## config.mk

```make
export PLATFORM = sky130hd
export DESIGN_NAME = alu_seq_flat
export DESIGN_NICKNAME = d
export VERILOG_FILES = /design/src/rtl/alu_seq_if.sv /design/src/rtl/alu_seq.sv /design/src/flat_wrapper.sv
export SDC_FILE = /design/constraint.sdc
export NUM_CORES = 1
export LEC_CHECK = 0
export ABC_AREA = 1
export CAP_MARGIN = 5
export CORE_ASPECT_RATIO = 1.2
export CORE_MARGIN = 5
export CORE_UTILIZATION = 37
export CTS_CLUSTER_DIAMETER = 150
export DETAILED_ROUTE_END_ITERATION = 10
export SLEW_MARGIN = 25
export SYNTH_ARGS = -nofsm -noshare
export SYNTH_HDL_FRONTEND = slang
export SYNTH_SLANG_ARGS = --single-unit
```

## constraint.sdc

```tcl
create_clock -name clk_pi -period 2.8 [get_ports clk_pi]
set_input_delay 0.56 -clock clk_pi [delete_from_list [all_inputs] [get_ports clk_pi]]
set_output_delay 0.56 -clock clk_pi [all_outputs]
set_load 0.02 [all_outputs]
```

## src/rtl/alu_seq_if.sv

```systemverilog
// alu_seq_if: issue/result bundle between the register-file read stage,
// the sequential ALU and writeback.
// Optional zero/negative flag outputs are present only when the macro
// ALU_SEQ_ZN_FLAGS_EN is defined.
//
// Handshake: start_pi is sampled on a rising clock edge only while busy_po=0;
// a sampled start_pi accepts the op and its operands at that edge. done_po is
// a one-cycle pulse marking the cycle in which alu_result_po, alu_result_hi_po
// and the flags carry the result of the op. start_pi seen while busy_po=1 is
// dropped, never queued. A new op may be issued in the done_po cycle.
interface alu_seq_if #(
  parameter int DATA_WIDTH = 16,
  parameter int IMM_WIDTH  = 6
);
  logic                  start_pi;
  logic [2:0]            op_class_pi;
  logic [2:0]            alu_func_pi;
  logic [DATA_WIDTH-1:0] reg1_data_pi;
  logic [DATA_WIDTH-1:0] reg2_data_pi;
  logic [IMM_WIDTH-1:0]  immediate_pi;
  logic                  busy_po;
  logic                  done_po;
  logic [DATA_WIDTH-1:0] alu_result_po;
  logic [DATA_WIDTH-1:0] alu_result_hi_po;
  logic                  carry_out_po;
  logic                  borrow_out_po;
`ifdef ALU_SEQ_ZN_FLAGS_EN
  logic                  zero_flag_po;
  logic                  negative_flag_po;
`endif
  // FSM state for observation: 0 = IDLE, 1 = MUL_RUN
  logic                  state_dbg;

  // ALU side
  modport slave (
    input  start_pi, op_class_pi, alu_func_pi,
    input  reg1_data_pi, reg2_data_pi, immediate_pi,
    output busy_po, done_po, alu_result_po, alu_result_hi_po,
    output carry_out_po, borrow_out_po,
`ifdef ALU_SEQ_ZN_FLAGS_EN
    output zero_flag_po, negative_flag_po,
`endif
    output state_dbg
  );

  // Issuing side
  modport master (
    output start_pi, op_class_pi, alu_func_pi,
    output reg1_data_pi, reg2_data_pi, immediate_pi,
    input  busy_po, done_po, alu_result_po, alu_result_hi_po,
    input  carry_out_po, borrow_out_po,
`ifdef ALU_SEQ_ZN_FLAGS_EN
    input  zero_flag_po, negative_flag_po,
`endif
    input  state_dbg
  );
endinterface

```

## src/rtl/alu_seq.sv

```systemverilog
// alu_seq: registered ALU with internal carry/borrow flags and an iterative
// shift-add multiplier (one partial product per cycle).
// Single-cycle ops update result/flags at the accepting edge; MUL runs for
// DATA_WIDTH cycles in MUL_RUN with busy_po high.
// Optional feature macro: ALU_SEQ_ZN_FLAGS_EN adds registered zero/negative
// flags that update on every done event.
module alu_seq #(
  parameter int DATA_WIDTH = 16,
  parameter int IMM_WIDTH  = 6
) (
  input  logic        clk_pi,
  input  logic        reset_pi,
  alu_seq_if.slave    bus
);
  localparam int W  = DATA_WIDTH;
  localparam int CW = $clog2(DATA_WIDTH);
  localparam logic [CW-1:0] LAST_ITER = CW'(DATA_WIDTH - 1);

  localparam logic [2:0] OP_ARITH_2OP = 3'd0;
  localparam logic [2:0] OP_ARITH_1OP = 3'd1;
  localparam logic [2:0] OP_ADDI      = 3'd2;
  localparam logic [2:0] OP_SUBI      = 3'd3;
  localparam logic [2:0] OP_LDST      = 3'd4;
  localparam logic [2:0] OP_MUL       = 3'd5;
  localparam logic [2:0] OP_STC       = 3'd6;
  localparam logic [2:0] OP_STB       = 3'd7;

  typedef enum logic [0:0] {
    IDLE    = 1'b0,
    MUL_RUN = 1'b1
  } state_t;

  state_t state_q, state_d;

  // Architectural outputs
  logic [W-1:0] result_q;
  logic [W-1:0] result_hi_q;
  logic         carry_q;
  logic         borrow_q;
  logic         done_q;
`ifdef ALU_SEQ_ZN_FLAGS_EN
  logic         zero_q;
  logic         negative_q;
`endif

  // Multiplier engine
  logic [2*W-1:0] mcand_q;
  logic [W-1:0]   mplier_q;
  logic [2*W-1:0] acc_q;
  logic [2*W-1:0] acc_d;
  logic [CW-1:0]  count_q;

  // Control strobes from the FSM
  logic accept_sc;
  logic accept_mul;
  logic mul_last;

  // Single-cycle datapath results
  logic [W-1:0] a;
  logic [W-1:0] b;
  logic [W-1:0] imm_ext;
  logic [W:0]   wide;
  logic [W-1:0] sc_result;
  logic         sc_carry;
  logic         sc_borrow;

  assign a       = bus.reg1_data_pi;
  assign b       = bus.reg2_data_pi;
  assign imm_ext = {{(W-IMM_WIDTH){1'b0}}, bus.immediate_pi};

  // Next state and control strobes; start is only looked at in IDLE
  always_comb begin
    state_d    = state_q;
    accept_sc  = 1'b0;
    accept_mul = 1'b0;
    mul_last   = 1'b0;
    case (state_q)
      IDLE: begin
        if (bus.start_pi) begin
          if (bus.op_class_pi == OP_MUL) begin
            accept_mul = 1'b1;
            state_d    = MUL_RUN;
          end else begin
            accept_sc  = 1'b1;
          end
        end
      end
      MUL_RUN: begin
        if (count_q == LAST_ITER) begin
          mul_last = 1'b1;
          state_d  = IDLE;
        end
      end
      default: state_d = IDLE;
    endcase
  end

  // State register
  always_ff @(posedge clk_pi) begin
    if (reset_pi) begin
      state_q <= IDLE;
    end else begin
      state_q <= state_d;
    end
  end

  // Single-cycle op results; flags default to their held values
  always_comb begin
    wide      = '0;
    sc_result = '0;
    sc_carry  = carry_q;
    sc_borrow = borrow_q;
    case (bus.op_class_pi)
      OP_ARITH_2OP: begin
        case (bus.alu_func_pi)
          3'b000: begin
            wide      = {1'b0, a} + {1'b0, b};
            sc_result = wide[W-1:0];
            sc_carry  = wide[W];
          end
          3'b001: begin
            wide      = {1'b0, a} + {1'b0, b} + {{W{1'b0}}, carry_q};
            sc_result = wide[W-1:0];
            sc_carry  = wide[W];
          end
          3'b010: begin
            // bit W of the (W+1)-bit difference is set exactly when A < B
            wide      = {1'b0, a} - {1'b0, b};
            sc_result = wide[W-1:0];
            sc_borrow = wide[W];
          end
          3'b011: begin
            wide      = {1'b0, a} - {1'b0, b} - {{W{1'b0}}, borrow_q};
            sc_result = wide[W-1:0];
            sc_borrow = wide[W];
          end
          3'b100:  sc_result = a & b;
          3'b101:  sc_result = a | b;
          3'b110:  sc_result = a ^ b;
          default: sc_result = ~(a ^ b);
        endcase
      end
      OP_ARITH_1OP: begin
        case (bus.alu_func_pi)
          3'b000:  sc_result = ~a;
          3'b001:  sc_result = {a[W-2:0], 1'b0};
          3'b010:  sc_result = {1'b0, a[W-1:1]};
          3'b011:  sc_result = a;
          3'b100:  sc_result = {a[W-1], a[W-1:1]};
          3'b101:  sc_result = {a[W-2:0], a[W-1]};
          3'b110:  sc_result = {a[0], a[W-1:1]};
          default: sc_result = '0;
        endcase
      end
      OP_ADDI: begin
        wide      = {1'b0, a} + {1'b0, imm_ext};
        sc_result = wide[W-1:0];
        sc_carry  = wide[W];
      end
      OP_SUBI: begin
        wide      = {1'b0, a} - {1'b0, imm_ext};
        sc_result = wide[W-1:0];
        sc_borrow = wide[W];
      end
      OP_LDST: begin
        sc_result = a + imm_ext;
      end
      OP_STC: begin
        sc_result = '0;
        sc_carry  = 1'b1;
      end
      OP_STB: begin
        sc_result = '0;
        sc_borrow = 1'b1;
      end
      default: begin
        sc_result = '0;
      end
    endcase
  end

  // Accumulator plus the current partial product
  always_comb begin
    acc_d = acc_q;
    if (mplier_q[0]) begin
      acc_d = acc_q + mcand_q;
    end
  end

  // Multiplier operand shift registers and iteration counter
  always_ff @(posedge clk_pi) begin
    if (reset_pi) begin
      mcand_q  <= '0;
      mplier_q <= '0;
      acc_q    <= '0;
      count_q  <= '0;
    end else if (accept_mul) begin
      mcand_q  <= {{W{1'b0}}, a};
      mplier_q <= b;
      acc_q    <= '0;
      count_q  <= '0;
    end else if (state_q == MUL_RUN) begin
      mcand_q  <= mcand_q << 1;
      mplier_q <= mplier_q >> 1;
      acc_q    <= acc_d;
      count_q  <= count_q + CW'(1);
    end
  end

  // Result, flag and done registers; outputs hold between done events
  always_ff @(posedge clk_pi) begin
    if (reset_pi) begin
      result_q    <= '0;
      result_hi_q <= '0;
      carry_q     <= 1'b0;
      borrow_q    <= 1'b0;
      done_q      <= 1'b0;
`ifdef ALU_SEQ_ZN_FLAGS_EN
      zero_q      <= 1'b0;
      negative_q  <= 1'b0;
`endif
    end else begin
      done_q <= 1'b0;
      if (accept_sc) begin
        result_q    <= sc_result;
        result_hi_q <= '0;
        carry_q     <= sc_carry;
        borrow_q    <= sc_borrow;
        done_q      <= 1'b1;
`ifdef ALU_SEQ_ZN_FLAGS_EN
        zero_q      <= (sc_result == '0);
        negative_q  <= sc_result[W-1];
`endif
      end else if (mul_last) begin
        result_q    <= acc_d[W-1:0];
        result_hi_q <= acc_d[2*W-1:W];
        done_q      <= 1'b1;
`ifdef ALU_SEQ_ZN_FLAGS_EN
        zero_q      <= (acc_d == '0);
        negative_q  <= acc_d[2*W-1];
`endif
      end
    end
  end

  assign bus.busy_po          = (state_q == MUL_RUN);
  assign bus.done_po          = done_q;
  assign bus.alu_result_po    = result_q;
  assign bus.alu_result_hi_po = result_hi_q;
  assign bus.carry_out_po     = carry_q;
  assign bus.borrow_out_po    = borrow_q;
  assign bus.state_dbg        = (state_q == MUL_RUN);
`ifdef ALU_SEQ_ZN_FLAGS_EN
  assign bus.zero_flag_po     = zero_q;
  assign bus.negative_flag_po = negative_q;
`endif

endmodule

```

## src/flat_wrapper.sv

```systemverilog
// flat-port wrapper written by rule: the top's interface ports become plain ports
module alu_seq_flat 
#(
  parameter int DATA_WIDTH = 16,
  parameter int IMM_WIDTH  = 6
)
  (clk_pi, reset_pi, bus_start_pi, bus_op_class_pi, bus_alu_func_pi, bus_reg1_data_pi, bus_reg2_data_pi, bus_immediate_pi, bus_busy_po, bus_done_po, bus_alu_result_po, bus_alu_result_hi_po, bus_carry_out_po, bus_borrow_out_po, bus_state_dbg);
  alu_seq_if #(.DATA_WIDTH(DATA_WIDTH), .IMM_WIDTH(IMM_WIDTH)) bus_i ();
  input  logic clk_pi;
  input  logic reset_pi;
  input wire logic [$bits(bus_i.start_pi)-1:0] bus_start_pi;
  input wire logic [$bits(bus_i.op_class_pi)-1:0] bus_op_class_pi;
  input wire logic [$bits(bus_i.alu_func_pi)-1:0] bus_alu_func_pi;
  input wire logic [$bits(bus_i.reg1_data_pi)-1:0] bus_reg1_data_pi;
  input wire logic [$bits(bus_i.reg2_data_pi)-1:0] bus_reg2_data_pi;
  input wire logic [$bits(bus_i.immediate_pi)-1:0] bus_immediate_pi;
  output wire logic [$bits(bus_i.busy_po)-1:0] bus_busy_po;
  output wire logic [$bits(bus_i.done_po)-1:0] bus_done_po;
  output wire logic [$bits(bus_i.alu_result_po)-1:0] bus_alu_result_po;
  output wire logic [$bits(bus_i.alu_result_hi_po)-1:0] bus_alu_result_hi_po;
  output wire logic [$bits(bus_i.carry_out_po)-1:0] bus_carry_out_po;
  output wire logic [$bits(bus_i.borrow_out_po)-1:0] bus_borrow_out_po;
  output wire logic [$bits(bus_i.state_dbg)-1:0] bus_state_dbg;
  assign bus_i.start_pi = bus_start_pi;
  assign bus_i.op_class_pi = bus_op_class_pi;
  assign bus_i.alu_func_pi = bus_alu_func_pi;
  assign bus_i.reg1_data_pi = bus_reg1_data_pi;
  assign bus_i.reg2_data_pi = bus_reg2_data_pi;
  assign bus_i.immediate_pi = bus_immediate_pi;
  assign bus_busy_po = bus_i.busy_po;
  assign bus_done_po = bus_i.done_po;
  assign bus_alu_result_po = bus_i.alu_result_po;
  assign bus_alu_result_hi_po = bus_i.alu_result_hi_po;
  assign bus_carry_out_po = bus_i.carry_out_po;
  assign bus_borrow_out_po = bus_i.borrow_out_po;
  assign bus_state_dbg = bus_i.state_dbg;
  alu_seq #(.DATA_WIDTH(DATA_WIDTH), .IMM_WIDTH(IMM_WIDTH)) u_core (.clk_pi(clk_pi), .reset_pi(reset_pi), .bus(bus_i));
endmodule
```

### Word-level counts from Yosys, hierarchy flattened

Index checks and enable logic that the tools add are counted.

* register bits after elaboration: 120
* bits of input ports: 47
* output and inout bits: 37
* logic and storage cells: 78

* $add $sub $neg: 9
* eq/ne operators: 16
* multiplexer cells: 26
* bitwise logic cells: 6
* reductions and logical operators: 10

Operators by type and width (number)
* 16-bit case mux with 7 select lines: 2
* 16-bit 2-to-1 mux: 6
* 16-bit case mux with 5 select lines: 1
* 32-bit adder: 1
* 32-bit 2-to-1 mux: 1
* 16-bit inverter: 2
* 3-bit equality test (second input constant): 7
* 16-bit by 16-bit adder with 17-bit output: 1
* 16-bit by 6-bit adder with 17-bit output: 1
* 17-bit by 1-bit adder with 17-bit output: 1
* 16-bit by 16-bit subtractor with 17-bit output: 1
* 16-bit by 6-bit subtractor with 17-bit output: 1
* 17-bit by 1-bit subtractor with 17-bit output: 1
* 16-bit by 6-bit adder with 16-bit output: 1
* 16-bit AND: 1
* 16-bit OR: 1
* 16-bit bitwise XOR: 1
* 3-bit by 2-bit equality test with 1-bit output (second input constant): 4
* 1-bit 2-to-1 mux: 11
* 3-bit by 1-bit equality test with 1-bit output (second input constant): 2
* 3-bit logical NOT: 2
* 3-bit by 1-bit inequality test with 1-bit output (second input constant): 2
* 1-bit case mux with 2 select lines: 3
* 1-bit case mux with 3 select lines: 2
* other kinds (7): 11

### Longest topological paths before layout

* depth in word-level cells: 5
* gate-level depth with buffers: 23
* depth with buffers taken out: 23

### Worst setup path before layout

Ideal clock, no wire load.

* path kind: input to register
* start: input bus_reg1_data_pi[9]
* end: register u_core.result_q[14] (netlist: u_core.bus.alu_result_po[14])
* library setup time: 122 ps
* arrival: 2782 ps
* required time: 2678 ps
* setup slack: -104 ps
* stages: 21
* cell sequence: clkbuf_1 > clkinv_1 > ha_1 > buf_4 > nand2_1 > nor2_1 > nand3_1 > nand3_1 > nand2_1 > nand2_1 > nand2_1 > nor2_1 > nand2_1 > nand2_1 > nand3_1 > nor2_1 > nand2_1 > nand2_1 > nand2_1 > nand2_1 > a21oi_2

* word-level cells in the longest chain between the ends: 5
* elaborated cells between the ends (all ways): 10
* classes of those cells: 7 x add/sub; 3 x mux

RTL lines
* from (decl): RTL line flat_wrapper.sv:14 `input wire logic [$bits(bus_i.reg1_data_pi)-1:0] bus_reg1_data_pi;`
* 16-bit by 16-bit subtractor with 17-bit output or 16-bit by 16-bit adder with 17-bit output (tied branches)
* 17-bit by 1-bit subtractor with 17-bit output or 17-bit by 1-bit adder with 17-bit output (tied branches): RTL line alu_seq.sv:133, alu_seq.sv:122
* 16-bit case mux with 7 select lines: RTL line alu_seq.sv:115 `case (bus.alu_func_pi)`
* 16-bit case mux with 5 select lines (*): RTL line alu_seq.sv:113 `case (bus.op_class_pi)`
* 16-bit 2-to-1 mux (*): RTL line alu_seq.sv:224 `if (accept_sc) begin`
* to (signal assigned): RTL line alu_seq.sv:225 `result_q <= sc_result;`
* to (signal assigned): RTL line alu_seq.sv:235 `result_q <= acc_d[W-1:0];`
* to (decl): RTL line alu_seq.sv:36 `logic [W-1:0] result_q;`

Mark *: on every way between the ends. The rest lies on a longest branch, timed or not.
A chain may end at the register's enable or synchronous reset.

### Worst setup path after layout

* start: input bus_reg1_data_pi[14]
* end: register u_core.result_q[15] (netlist: u_core.bus.alu_result_po[15])

The elaborated chain is that of the path after synthesis.

==> metrics.json <==
{
  "status": "completed",
  "port-buffer-count": 83,
  "synthDistinctLibCells": 56,
  "slew_violations": 0,
  "synth_top_family_by_area": "simple AND/OR/NAND/NOR gates",
  "max_stage_delay_ns": 0.55,
  "first_pass_iters": 5,
  "max_cap_violations": 0,
  "detailedRoute.firstIterationViolations": 1068,
  "crit_path_start_kind": "primary input",
  "yosys-mux-area-fraction": 0,
  "final_core_util": 0.5285,
  "power.share.sequential": 0.278,
  "route.detailed.wl_per_inst_um": 17.54,
  "drt-vias-per-instance": 5.174,
  "power.clock.fraction": 0.341,
  "synth_compound_gate_area_share": 0.1864,
  "max-vdd-ir-drop_uv": 410.2,
  "detailed_place_hpwl_mm": 41.78,
  "grt_overflow_total": 0,
  "cts_max_path_buffers": 2,
  "via_count": 15320,
  "cts_tree": "done",
  "diodes": 0,
  "clock-root-buffer": "sky130_fd_sc_hd__clkbuf_16",
  "core_area_um2": 33250,
  "synth_xor_xnor_area_share": 0.02028,
  "power_switching_uw": 2266,
  "placement.cell_area_um2": 15890,
  "rsz0062_at_grt": "true",
  "worst-path-max-fanout": 7,
  "final-hold-violation-count": 0,
  "num_rows": 73,
  "hold_path_class": "reg2reg",
  "mappedNetlistArea_um2": 12460,
  "critPathCaptureType": "flip-flop",
  "nFillCells": 3418,
  "syn_area_per_cell_um2": 5.840,
  "power.share.switching": 0.3479,
  "start_util": 0.3748,
  "synthesis_warnings": 0,
  "vias_in_the_first_global_route": 14740,
  "grt_antenna_before_repair": 1,
  "synth-simple-area-share": 0.3720,
  "gp_congestion": 1.037,
  "synthesis.nets": 2287,
  "grt_first_pass_wirelength_mm": 79.05,
  "grt_usage": 0.2689,
  "critPathKind": "in2reg",
  "static-leakage-power_uw": 0.008694,
  "cts.clk_slew.worst_paths_ns": 0.06,
  "numCtsBuffers": 17,
  "finish.instance_area_um2": 17570,
  "fin_setup_tns_ns": 0,
  "ys_ff_latch": 120,
  "max_slew.worst_pin.slew_ns": 0.7638,
  "yosys.area_share.adder": 0.1094,
  "die_w_um": 177.5,
  "synth_edf_count": 0,
  "die_area_um2": 37470,
  "dominantRegCellSynth": "sky130_fd_sc_hd__dfxtp_1",
  "timing.critical_path.cells": "clkdlybuf4s50_1 > inv_2 > ha_1 > buf_4 > buf_4 > a21oi_1 > nand2_1 > nand2_1 > nand2_1 > buf_4 > a211oi_2 > nand3_1 > nand2_1 > nand2_1 > nand2_2 > a21oi_2",
  "detail_route.wirelength_mm": 51.92,
  "required_ns": 3.10,
  "post-route-drc-count": 0,
  "die-height_um": 211.0,
  "fmax_mhz": 372.4,
  "setup-violations-final": 0,
  "combinationalPowerShare": 0.381,
  "htree_num_levels": 4,
  "share_of_the_cycle_needed_by_the_critical_path_after_routing": 0.9591,
  "grt_start_max_net_pins": 48,
  "io_pins": 84,
  "async_reset_ff_frac": 0,
  "yosysSeqAreaShare": 0.1928,
  "clock_skew_ns": 0.009295,
  "critical-path-slowest-cell": "sky130_fd_sc_hd__clkdlybuf4s50_1",
  "timing.max_slew.rel_slack": 0.4877,
  "fraction_of_final_layout_cells_with_drive_strength_greater_than_1": 0.2494,
  "clock_insertion_delay_worst_skew_ns": 0.42,
  "mapped_cells": 2134,
  "crit_top_cell": "sky130_fd_sc_hd__nand2_1",
  "period_needed_ns": 2.685,
  "number_of_nets_still_failing_antenna_checks_after_routing": 0,
  "num-nets-final": 2652,
  "ctsHoldBuffers": 0,
  "clock-sinks": 120,
  "syn2layout_area_growth_pct": 41.00,
  "cellPowerDensity_nw_per_um2": 370.7,
  "cp_data_arrival_time_ns": 2.99,
  "p_int_uw": 4247
}
## cell usage in the layout (no fill, tap or decap), types with 10 or more instances in the layout
master                            count
sky130_fd_sc_hd__o211ai_1            13
sky130_fd_sc_hd__nor2_1             184
sky130_fd_sc_hd__ha_4                18
sky130_fd_sc_hd__nor2_2              31
sky130_fd_sc_hd__xnor2_1             19
sky130_fd_sc_hd__nand2_1            572
sky130_fd_sc_hd__nand2_2             54
sky130_fd_sc_hd__clkdlybuf4s50_1     53
sky130_fd_sc_hd__o221ai_1            11
sky130_fd_sc_hd__a21oi_1            135
sky130_fd_sc_hd__nand3_1            129
sky130_fd_sc_hd__a21oi_2             18
sky130_fd_sc_hd__o21ai_1             16
sky130_fd_sc_hd__clkbuf_16           17
sky130_fd_sc_hd__dfxtp_1            118
sky130_fd_sc_hd__buf_6               16
sky130_fd_sc_hd__nand3_2             12
sky130_fd_sc_hd__ha_1                80
sky130_fd_sc_hd__inv_1              258
sky130_fd_sc_hd__dlygate4sd2_1       10
sky130_fd_sc_hd__buf_4              324
sky130_fd_sc_hd__o21ai_0            149
sky130_fd_sc_hd__nand4_1             31
sky130_fd_sc_hd__inv_2               32
sky130_fd_sc_hd__o2111ai_1           20
sky130_fd_sc_hd__nor2_4              18
## worst paths after layout
kind | from | endpoint | slack (ns) | cells after the start
max | bus_reg1_data_pi[14] | u_core.bus.alu_result_po[15]$_SDFFE_PP0P_ | 0.11 | 16
min | u_core.mplier_q[15]$_SDFFE_PP0P_ | u_core.mplier_q[15]$_SDFFE_PP0P_ | 0.47 | 2
max reg2reg | u_core.mcand_q[2]$_SDFFE_PP0P_ | u_core.bus.alu_result_hi_po[9]$_SDFFE_PP0P_ | 0.14 | 14
min reg2reg | u_core.mplier_q[15]$_SDFFE_PP0P_ | u_core.mplier_q[15]$_SDFFE_PP0P_ | 0.47 | 2
## stage by stage
stage          total power, uW  hold slack, ns  std cells  setup WS [ns]
2_1_floorplan             2939          0.4412       2134       -0.01841
3_3_place_gp              3994          0.4556       2890        -0.9568
3_5_place_dp              4002          0.4737       2890        -0.9668
4_1_cts                   6419          0.4798       2945      0.0008769
5_1_grt                   6825          0.4928       2960       -0.05173
6_report                  6514          0.4728       2960         0.1146
## final cells by class
| class | instances | area [um^2] | share of cell area |
|---|---|---|---|
| repair buffers | 429 | 3523 | 0.2005 |
| multi-input cells | 1631 | 9359 | 0.5326 |
| inverters | 300 | 1136 | 0.06465 |
| well taps | 450 | 563.0 | 0.03204 |
| flip-flops and latches | 120 | 2405 | 0.1369 |
| clock buffers | 21 | 460.4 | 0.02620 |
| clock inverters | 9 | 125.1 | 0.007120 |
## what timing repair did
item                       in CTS  in global routing
gates resized for setup       189                119
gates cloned                    0                  0
setup endpoints to repair      20                 26
setup buffers                  25                 15
pin swaps                      56                 63
## kinds of logic (layout without fill, tap and decap cells)
| logic type | count (synthesis) | in the layout |
|---|---|---|
| compound gates | 412 | 412 |
| flops | 120 | 120 |
| xor+xnor | 28 | 28 |
| simple gates | 1085 | 1085 |
| fa+ha+maj | 106 | 106 |
| buf+inv | 383 | 759 |
## synthesized netlist by cell type, drive strengths merged (20+ instances only)
cell / count / area share
dfxtp: 120 / 0.19
buf: 31 / 0.013
nand2: 634 / 0.20
a21oi: 155 / 0.063
inv: 292 / 0.088
nor2: 234 / 0.077
nand4: 34 / 0.019
xnor2: 20 / 0.014
o21ai: 168 / 0.067
o2111ai: 20 / 0.014
nand3: 144 / 0.060
clkbuf: 52 / 0.016
ha: 101 / 0.10
## flip-flops by register name, indices dropped and copies added, names as in the netlist
signal                       flops
u_core.bus.alu_result_po        16
u_core.bus.busy_po               1
u_core.bus.carry_out_po          1
u_core.bus.alu_result_hi_po     16
u_core.mcand_q                  32
u_core.count_q                   4
u_core.acc_q                    32
u_core.bus.borrow_out_po         1
u_core.mplier_q                 16
u_core.bus.done_po               1
## critical path: cells and delay by family
family / cells / cell delay, ns
compound gates: 3 / 0.46
fa+ha+maj: 1 / 0.33
buf+inv: 5 / 1.12
simple gates: 7 / 0.51
## layer usage
metal  GRT usage  part of all wire  wire (um)  up-vias
li1            -                 -          -     7676
met1      0.3095              0.40      20770     7056
met2      0.4858              0.50      25970      442
met3     0.02703             0.041       2125      140
met4      0.1465             0.059       3041        2
met5           0           0.00015          8        -
## power groups by stage
stage	clock [uW]	combinational, uW	sequential (uW)
finish	2220	2480	1810
global route	2330	2680	1810
CTS	2250	2360	1810
detailed placement	0	2160	1850
global placement	0	2150	1850
floorplan	0	1090	1850
(Power assumes the default switching activity.)
